===== src/rtl/led_matrix_pkg.sv =====
// Shared defaults, counter types and row decode helper for the LED matrix scanner.
package led_matrix_pkg;

  localparam int unsigned DEF_ROWS     = 3;
  localparam int unsigned DEF_COLS     = 3;
  localparam int unsigned DEF_DWELL    = 4;
  localparam int unsigned DEF_BLANK    = 1;
  localparam int unsigned DEF_BRIGHT_W = 2;
  localparam int unsigned MAX_ROWS     = 32;

  typedef logic [((DEF_ROWS > 1) ? $clog2(DEF_ROWS) : 1)-1:0]   row_idx_t;
  typedef logic [((DEF_DWELL > 1) ? $clog2(DEF_DWELL) : 1)-1:0] dwell_cnt_t;

  function automatic logic [MAX_ROWS-1:0] onehot_row(input int unsigned idx);
    return MAX_ROWS'(1) << idx;
  endfunction

endpackage


===== src/rtl/led_matrix_scan_timer.sv =====
// Row/dwell position counters for the matrix scan; holds position while en is low.
module led_matrix_scan_timer #(
  parameter  int unsigned ROWS  = 3,
  parameter  int unsigned DWELL = 4,
  localparam int unsigned RW    = (ROWS > 1) ? $clog2(ROWS) : 1,
  localparam int unsigned DW    = (DWELL > 1) ? $clog2(DWELL) : 1
) (
  input  logic          clk,
  input  logic          rst_n,
  input  logic          en,
  output logic [RW-1:0] row_idx,
  output logic [DW-1:0] dwell_cnt,
  output logic          frame_tick
);

  always_ff @(posedge clk or negedge rst_n) begin
    if (!rst_n) begin
      row_idx   <= '0;
      dwell_cnt <= '0;
    end else if (en) begin
      if (dwell_cnt == DW'(DWELL - 1)) begin
        dwell_cnt <= '0;
        row_idx   <= (row_idx == RW'(ROWS - 1)) ? '0 : row_idx + 1'b1;
      end else begin
        dwell_cnt <= dwell_cnt + 1'b1;
      end
    end
  end

  // Latch edge: the edge that leaves position (0,0) while scanning.
  assign frame_tick = en && (row_idx == '0) && (dwell_cnt == '0);

endmodule


===== src/rtl/led_matrix_scanner.sv =====
// ROWS x COLS LED matrix scanner with frame-latched buffer and anti-ghost blanking.
// Optional brightness port and PWM-style window limit under LED_MATRIX_DIM_EN.
module led_matrix_scanner
  import led_matrix_pkg::*;
#(
  parameter int unsigned ROWS     = DEF_ROWS,
  parameter int unsigned COLS     = DEF_COLS,
  parameter int unsigned DWELL    = DEF_DWELL,
  parameter int unsigned BLANK    = DEF_BLANK
`ifdef LED_MATRIX_DIM_EN
  ,
  parameter int unsigned BRIGHT_W = DEF_BRIGHT_W
`endif
) (
  input  logic                 clk,
  input  logic                 rst_n,
  input  logic                 en,
  input  logic [ROWS*COLS-1:0] segments,
`ifdef LED_MATRIX_DIM_EN
  input  logic [BRIGHT_W-1:0]  brightness,
`endif
  output logic [ROWS-1:0]      rows,
  output logic [COLS-1:0]      cols,
  output logic                 frame_start
);

  localparam int unsigned RW = (ROWS > 1) ? $clog2(ROWS) : 1;
  localparam int unsigned DW = (DWELL > 1) ? $clog2(DWELL) : 1;

  logic [RW-1:0]        row_idx;
  logic [DW-1:0]        dwell_cnt;
  logic                 frame_tick;
  logic [ROWS*COLS-1:0] fb;
  logic [COLS-1:0]      slice;
  logic                 in_window;
  logic [ROWS-1:0]      rows_d;
  logic [COLS-1:0]      cols_d;

  led_matrix_scan_timer #(
    .ROWS  (ROWS),
    .DWELL (DWELL)
  ) u_timer (
    .clk        (clk),
    .rst_n      (rst_n),
    .en         (en),
    .row_idx    (row_idx),
    .dwell_cnt  (dwell_cnt),
    .frame_tick (frame_tick)
  );

  always_comb begin
    slice = '0;
    for (int unsigned r = 0; r < ROWS; r++) begin
      if (row_idx == RW'(r)) slice = fb[r*COLS +: COLS];
    end

    in_window = (dwell_cnt >= DW'(BLANK)) && (slice != '0);
`ifdef LED_MATRIX_DIM_EN
    in_window = in_window && ((32'(dwell_cnt) - BLANK) < 32'(brightness));
`endif

    rows_d = '0;
    cols_d = '1;
    if (in_window) begin
      rows_d = ROWS'(onehot_row(32'(row_idx)));
      cols_d = ~slice;
    end
  end

  always_ff @(posedge clk or negedge rst_n) begin
    if (!rst_n) begin
      fb          <= '0;
      rows        <= '0;
      cols        <= '1;
      frame_start <= 1'b0;
    end else begin
      frame_start <= frame_tick;
      if (frame_tick) fb <= segments;
      if (en) begin
        rows <= rows_d;
        cols <= cols_d;
      end else begin
        rows <= '0;
        cols <= '1;
      end
    end
  end

endmodule


===== config.mk =====
export PLATFORM = sky130hd
export DESIGN_NAME = led_matrix_scanner
export DESIGN_NICKNAME = d
export VERILOG_FILES = /design/src/rtl/led_matrix_pkg.sv /design/src/rtl/led_matrix_scan_timer.sv /design/src/rtl/led_matrix_scanner.sv
export SDC_FILE = /design/constraint.sdc
export NUM_CORES = 1
export LEC_CHECK = 0
export ABC_AREA = 1
export ABC_CLOCK_PERIOD_IN_PS = 3400
export CORE_ASPECT_RATIO = 1.5
export CORE_MARGIN = 3
export CORE_UTILIZATION = 42
export CTS_CLUSTER_DIAMETER = 50
export CTS_CLUSTER_SIZE = 40
export DETAILED_ROUTE_END_ITERATION = 7
export GPL_ROUTABILITY_DRIVEN = 0
export GPL_TIMING_DRIVEN = 0
export PLACE_DENSITY_LB_ADDON = 0.3
export REMOVE_ABC_BUFFERS = 1
export SLEW_MARGIN = 10
export SYNTH_ARGS = -nofsm -noshare
export SYNTH_HDL_FRONTEND = slang
export SYNTH_HIERARCHICAL = 1
export SYNTH_SLANG_ARGS = --single-unit

===== constraint.sdc =====
create_clock -name clk -period 3.4 [get_ports clk]
set_input_delay 0.51 -clock clk [delete_from_list [all_inputs] [get_ports clk]]
set_output_delay 0.51 -clock clk [all_outputs]
set_load 0.02 [all_outputs]

==> impl_metrics.py, run 1 <==
metrics = {
    "routing": {
        "postRouteAntennaNets": 0,
        "via_count": 680,
        "routed_wire_length_per_instance_um": 10.25,
        "detailedRoute.firstIterationViolations": 7,
        "vias_per_cell": 4.892,
        "drc_errors": 0,
        "routed_wl_um": 1425,
        "drt-pass1-iter-count": 4,
    },
    "place": {
        "placed_area_um2": 1085,
        "dp_worst_setup_slack_ns": 0.6678,
        "port_buffers": 18,
        "place_hpwl_um": 1065,
    },
    "global_routing": {
        "global_route.usage.total_pct": 12.20,
        "first_global_vias": 632,
        "grt.met1_usage_pct": 14.63,
        "grt_max_degree": 21,
        "groute.layer.met3.usage_pct": 1.734,
        "number_of_antenna_violations_at_the_first_check_in_global_routing": 0,
        "first_pass_grt_wire_length_um": 2580,
        "grt_util_met2_pct": 20.74,
        "globalRoute.totalOverflow": 0,
        "gr-max-usage-layer": "met2",
    },
    "floorplan": {
        "floorplan.die.height_um": 62.17,
        "fp.dieW_um": 43.45,
        "row_count": 19,
        "core-area_um2": 1902,
        "floorplan.die_area_um2": 2701,
        "floorplan.io_pins": 19,
        "start_util_pct": 46.45,
    },
    "yosys": {
        "synthesis.instances": 97,
        "yosysWarningCount": 6,
        "synthDistinctLibCells": 15,
        "post_synth_instance_area_um2": 883.3,
        "postSynthRegisterBits": 20,
        "syn_avg_cell_area_um2": 9.107,
        "synth.yosys.seq_area_share_pct": 57.08,
    },
    "hold_path": {
        "hold-path-cell-count": 1,
        "timing.hold.worst_endpoint": "fb[4]",
        "holdCritStartpoint": "fb[4]",
        "holdCritPathClass": "reg -> reg",
    },
    "run_status": {
        "outcome": "complete, no violations",
    },
    "pwr": {
        "leakagePower_nw": 0.5660,
        "pwr_density_cell_nw_per_um2": 861.8,
        "vdd.ir_drop.worst_mv": 0.4105,
        "report.power.total_mw": 0.9845,
    },
    "cts": {
        "clock_latency_ns": 0.30,
        "tritoncts_clock_tree": "yes",
        "post_cts_resize_count": 0,
        "cts_root_buffer": "sky130_fd_sc_hd__clkbuf_4",
        "clock_tree_sinks": 20,
        "cts_hold_buf": 0,
        "cts_post_setup_buffers_inserted": 0,
        "clockBufferDepth": 2,
        "cts_inserted_buffers": 3,
        "h_tree_depth": 1,
        "worst_setup_hold_path_clk_slew_ns": 0.12,
    },
    "worst_setup_path": {
        "path_cells": "clkdlybuf4s50_1 > nand2_1 > nor3_2 > mux2_2",
        "worst_r2r_startpoint": "u_timer/dwell_cnt[0]",
        "crit_fanout": 14,
        "worst-endpoint-required_ns": 3.60,
        "start_kind": "primary input",
        "rrSetupSlack_ns": 1.63,
        "delay_of_the_slowest_cell_on_the_worst_path_ns": 0.60,
        "setup.worst_path.class": "in -> reg",
        "crit_arrival_ns": 2.18,
        "critical-path-slowest-cell": "sky130_fd_sc_hd__clkdlybuf4s50_1",
        "timing.rr.end": "fb[1]",
        "critical_path.endpoint_type": "register",
        "r2r.worst_path.cells": 5,
    },
    "layout": {
        "syn2layout_area_growth_pct": 29.32,
        "final_layout_size_suffix_gt1_share_pct": 15.25,
        "n_antenna_cell": 0,
        "fin_area_um2": 1142,
        "number_of_nets_in_the_layout": 133,
    },
    "timing": {
        "setup-tns-final_ns": 0,
        "post-route-min-period_ns": 1.978,
        "min_period_over_period_pct": 58.18,
        "timing.slew.headroom_pct": 42.08,
        "final.setup.worst_slack_ns": 1.422,
        "setup-violations-final": 0,
        "setup_skew_ns": 0.006176,
        "tightestPinTransition_ns": 0.8660,
        "grt_setup_unrepaired": "false",
        "slew_violations": 0,
        "maxClockFrequency_ghz": 0.5055,
        "final-hold-violation-count": 0,
    },
    "job": {
        "drv.max_cap_violation_count": 0,
    },
}
[cell families (layout without fill, tap and decap cells)]
| family | Yosys count | in the layout | share of synthesized area (%) |
|---|---|---|---|
| AO/OA/AOI/OAI | 7 | 7 | 3.966 |
| flip-flops | 20 | 20 | 57.08 |
| multiplexers | 5 | 5 | 6.373 |
| adder cells (fa/ha/maj) | 2 | 2 | 2.832 |
| buffers and inverters | 17 | 38 | 7.365 |
| AND/OR/NAND/NOR | 46 | 46 | 22.38 |
[critical path, delay by kind of cell]
kind | cells | cell delay, ns
mux | 1 | 0.41
simple gates | 2 | 0.66
buf+inv | 1 | 0.60
[worst max-delay path by stage]
stage,start,to,slack [ns]
floorplan,u_timer/dwell_cnt[0],fb[0],1.47
global placement,en,fb[5],0.68
detailed placement,en,fb[1],0.67
CTS,en,fb[1],0.99
global route,en,fb[4],1.28
finish,en,fb[1],1.42
[through the flow]
| stage | hold WS, ns | std cells | utilization, % |
|---|---|---|---|
| 2_1_floorplan | 0.2144 | 96 | - |
| 3_3_place_gp | 0.4872 | 135 | 57.04 |
| 3_5_place_dp | 0.4973 | 135 | 57.04 |
| 4_1_cts | 0.5242 | 139 | 59.80 |
| 5_1_grt | 0.5564 | 139 | 60.07 |
| 6_report | 0.5169 | 139 | 60.07 |
[synthesized netlist by cell type, drive strengths merged]
library cell	instances	share of area [%]
mux2	5	6.4
nor2	5	2.1
inv	16	6.8
nand2	28	12
nor3	4	2.3
nand3	8	5.1
dfstp	3	8.9
ha	2	2.8
nand4	1	0.71
dfrtp	17	48
buf	1	0.57
o21ai	7	4.0
[area by class of cell]
class	count	area, um^2
fill	168	759.5
sequential	20	504.2
multi-input combinational	60	319.1
timing repair buffer	18	180.2
inverter	16	60.06
clock inverter	1	30.03
tap	21	26.28
clock buffer	3	22.52
[power by group]
part	leakage (nW)	internal (mW)	switching (mW)
combinational	0.294	0.169	0.207
clock	0.0279	0.119	0.0741
sequential	0.244	0.349	0.0661
[cells in the final DEF, fill, tap and decap left out]
cell	count
sky130_fd_sc_hd__nor2_1	5
sky130_fd_sc_hd__nor3_1	3
sky130_fd_sc_hd__dfrtp_1	17
sky130_fd_sc_hd__mux2_2	5
sky130_fd_sc_hd__clkbuf_4	3
sky130_fd_sc_hd__ha_1	2
sky130_fd_sc_hd__nand2_1	27
sky130_fd_sc_hd__nand3_2	1
sky130_fd_sc_hd__inv_1	13
sky130_fd_sc_hd__clkdlybuf4s50_1	18
sky130_fd_sc_hd__nor3_2	1
sky130_fd_sc_hd__nand2_2	1
sky130_fd_sc_hd__o21ai_0	7
sky130_fd_sc_hd__nand4_1	1
sky130_fd_sc_hd__nand3_1	7
sky130_fd_sc_hd__inv_2	3
sky130_fd_sc_hd__bufinv_16	1
sky130_fd_sc_hd__dfstp_2	3
[state kept, by name, indices dropped and copies added (netlist names)]
register and count:
rows 3, fb 9, frame_start 1, cols 3, u_timer/row_idx 2, u_timer/dwell_cnt 2
[per-layer routing]
layer | part of all wire [%] | vias up
met4 | 1.7 | 0
met1 | 42 | 312
li1 | - | 345
met3 | 5.4 | 4
met2 | 51 | 19
met5 | 0 | -
No activity file was read; power rests on OpenSTA's default activity.
==> inputs of run 2 (changes only) <==
Settings changed: ABC_CLOCK_PERIOD_IN_PS 3400 to 1950.
Clock period 3.4 ns to 1.95 ns, I/O delays scaled along.
==> run 2 against run 1 <==
  * Highest routed layer unchanged
  * Cell count unchanged
  * Critical path type is now reg -> out
  * Global-route usage grew 0.058 points
  * Setup slack lost 1.2 ns
  * Total power is 75% higher
==> impl_metrics.py, run 2 (synthesized netlist as in run 1, its figures left out) <==
metrics = {
    "floorplan": {
        "row_count": 19,
        "floorplan.die.height_um": 62.17,
        "start_util_pct": 46.45,
        "floorplan.io_pins": 19,
        "core-area_um2": 1902,
        "fp.dieW_um": 43.45,
        "floorplan.die_area_um2": 2701,
    },
    "layout": {
        "fin_area_um2": 1149,
        "n_fill_cell": 169,
        "largest_registers": "fb (9), cols (3), rows (3)",
        "final_core_util_pct": 60.39,
        "finish.cell_count_without_fillers": 139,
        "most-common-layout-cells": "sky130_fd_sc_hd__nand2_1 (27), sky130_fd_sc_hd__clkdlybuf4s50_1 (18), sky130_fd_sc_hd__dfrtp_1 (17)",
        "final_layout_size_suffix_gt1_share_pct": 15.25,
        "largest_register_ffs": 9,
        "leading_cell_type_in_the_layout_fill_and_taps_excluded": "sky130_fd_sc_hd__nand2_1",
        "n_antenna_cell": 0,
        "syn2layout_area_growth_pct": 30.03,
        "number_of_nets_in_the_layout": 133,
        "largest_register": "fb",
    },
    "cts": {
        "clock_latency_ns": 0.30,
        "cts_post_setup_buffers_inserted": 0,
        "cts_inserted_buffers": 3,
        "tritoncts_clock_tree": "yes",
        "h_tree_depth": 1,
        "clock_tree_sinks": 20,
        "worst_setup_hold_path_clk_slew_ns": 0.11,
        "cts_root_buffer": "sky130_fd_sc_hd__clkbuf_4",
        "clockBufferDepth": 2,
        "cts_hold_buf": 0,
    },
    "place": {
        "placed_area_um2": 1085,
        "place_hpwl_um": 1065,
        "port_buffers": 18,
        "dp_worst_setup_slack_ns": -0.5647,
        "placed_cells_incl_taps": 135,
    },
    "worst_setup_path": {
        "rrSetupSlack_ns": 0.35,
        "r2r.worst_path.cells": 5,
        "crit_arrival_ns": 1.42,
        "critical-path-slowest-cell": "sky130_fd_sc_hd__clkdlybuf4s50_1",
        "crit_fanout": 1,
        "path_cells": "clkdlybuf4s50_1",
        "critPathBufInv": 1,
        "setup.worst_path.class": "reg -> out",
        "worst_r2r_startpoint": "u_timer/dwell_cnt[0]",
        "critical_path.endpoint_type": "output pin",
        "delay_of_the_slowest_cell_on_the_worst_path_ns": 0.59,
        "start_kind": "register",
        "timing.rr.end": "fb[1]",
        "cp_top_family": "buffers and inverters",
        "worst-endpoint-required_ns": 1.66,
    },
    "global_routing": {
        "first_global_vias": 630,
        "grt.met1_usage_pct": 14.82,
        "groute.layer.met3.usage_pct": 1.734,
        "grt_max_degree": 21,
        "globalRoute.totalOverflow": 0,
        "global_route.usage.total_pct": 12.26,
        "first_pass_grt_wire_length_um": 2594,
        "gr-max-usage-layer": "met2",
        "number_of_antenna_violations_at_the_first_check_in_global_routing": 0,
        "grt_util_met2_pct": 20.74,
    },
    "timing": {
        "maxClockFrequency_ghz": 0.5825,
        "timing.slew.headroom_pct": 44.03,
        "hold_slack_ns": 0.4608,
        "tightestPinTransition_ns": 0.8369,
        "setup-violations-final": 0,
        "post-route-min-period_ns": 1.717,
        "slew_violations": 0,
        "final.setup.worst_slack_ns": 0.2334,
        "setup-tns-final_ns": 0,
        "min_period_over_period_pct": 88.03,
        "setup_skew_ns": 0.004211,
        "grt_setup_unrepaired": "false",
        "final-hold-violation-count": 0,
    },
    "pwr": {
        "switching_share_pct": 35.41,
        "internal_power_contribution_mw": 1.113,
        "combinationalPowerShare_pct": 38.2,
        "sequentialPowerShare_pct": 42.4,
        "report.power.total_mw": 1.723,
        "leakagePower_nw": 0.5650,
        "vdd.ir_drop.worst_mv": 0.7150,
        "pwr_density_cell_nw_per_um2": 1500,
        "share_clk_of_total_power_pct": 19.5,
        "power.net_switching_mw": 0.6103,
    },
    "routing": {
        "drc_errors": 0,
        "drt-pass1-iter-count": 3,
        "via_count": 665,
        "detailedRoute.firstIterationViolations": 13,
        "vias_per_cell": 4.784,
        "routed_wl_um": 1410,
        "routed_wire_length_per_instance_um": 10.14,
        "postRouteAntennaNets": 0,
    },
    "run_status": {
        "outcome": "complete, no violations",
    },
    "job": {
        "drv.max_cap_violation_count": 0,
    },
    "hold_path": {
        "holdCritPathClass": "in -> async",
    },
}
[run 2: cell counts in the layout (fill, tap and decap cells not counted)]
No cell type changed its count.
[run 2: worst max-delay path by stage]
stage	startpoint	end	slack (ns)	cells after the start
after floorplan	u_timer/dwell_cnt[0]	fb[0]	0.02	5
after global placement	en	fb[5]	-0.55	4
after detailed placement	en	fb[1]	-0.56	4
after CTS	u_timer/dwell_cnt[0]	fb[1]	0.14	5
after global routing	cols[0]	cols[0]	0.18	1
final	cols[0]	cols[0]	0.23	1
[run 2: power by group through the flow]
stage | logic (mW) | clock network, mW | registers (mW)
6_report | 0.658 | 0.335 | 0.730
5_1_grt | 0.750 | 0.359 | 0.762
4_1_cts | 0.663 | 0.339 | 0.726
3_5_place_dp | 0.657 | 0 | 0.733
3_3_place_gp | 0.632 | 0 | 0.726
2_1_floorplan | 0.388 | 0 | 0.778
[run 2: metal layers]
| metal | vias to the layer above | part of all wire, % |
|---|---|---|
| met1 | 302 | 42 |
| li1 | 344 | - |
| met4 | 0 | 1.8 |
| met5 | - | 0 |
| met2 | 15 | 52 |
| met3 | 4 | 4.1 |
[run 2: timing repair]
action                                  in CTS  in global routing
pin swaps                                    0                  0
resized for setup                            1                  1
endpoints found under the setup margin       9                  1
[run 2: final cells by class]
| class | count | area (um^2) | area share [%] |
|---|---|---|---|
| Multi-Input combinational cell | 60 | 325.3 | 28.32 |
| Inverter | 16 | 60.06 | 5.229 |
| Timing Repair Buffer | 18 | 180.2 | 15.69 |
| Sequential cell | 20 | 504.2 | 43.90 |
| Clock buffer | 3 | 22.52 | 1.961 |
| Tap cell | 21 | 26.28 | 2.288 |
| Clock inverter | 1 | 30.03 | 2.614 |
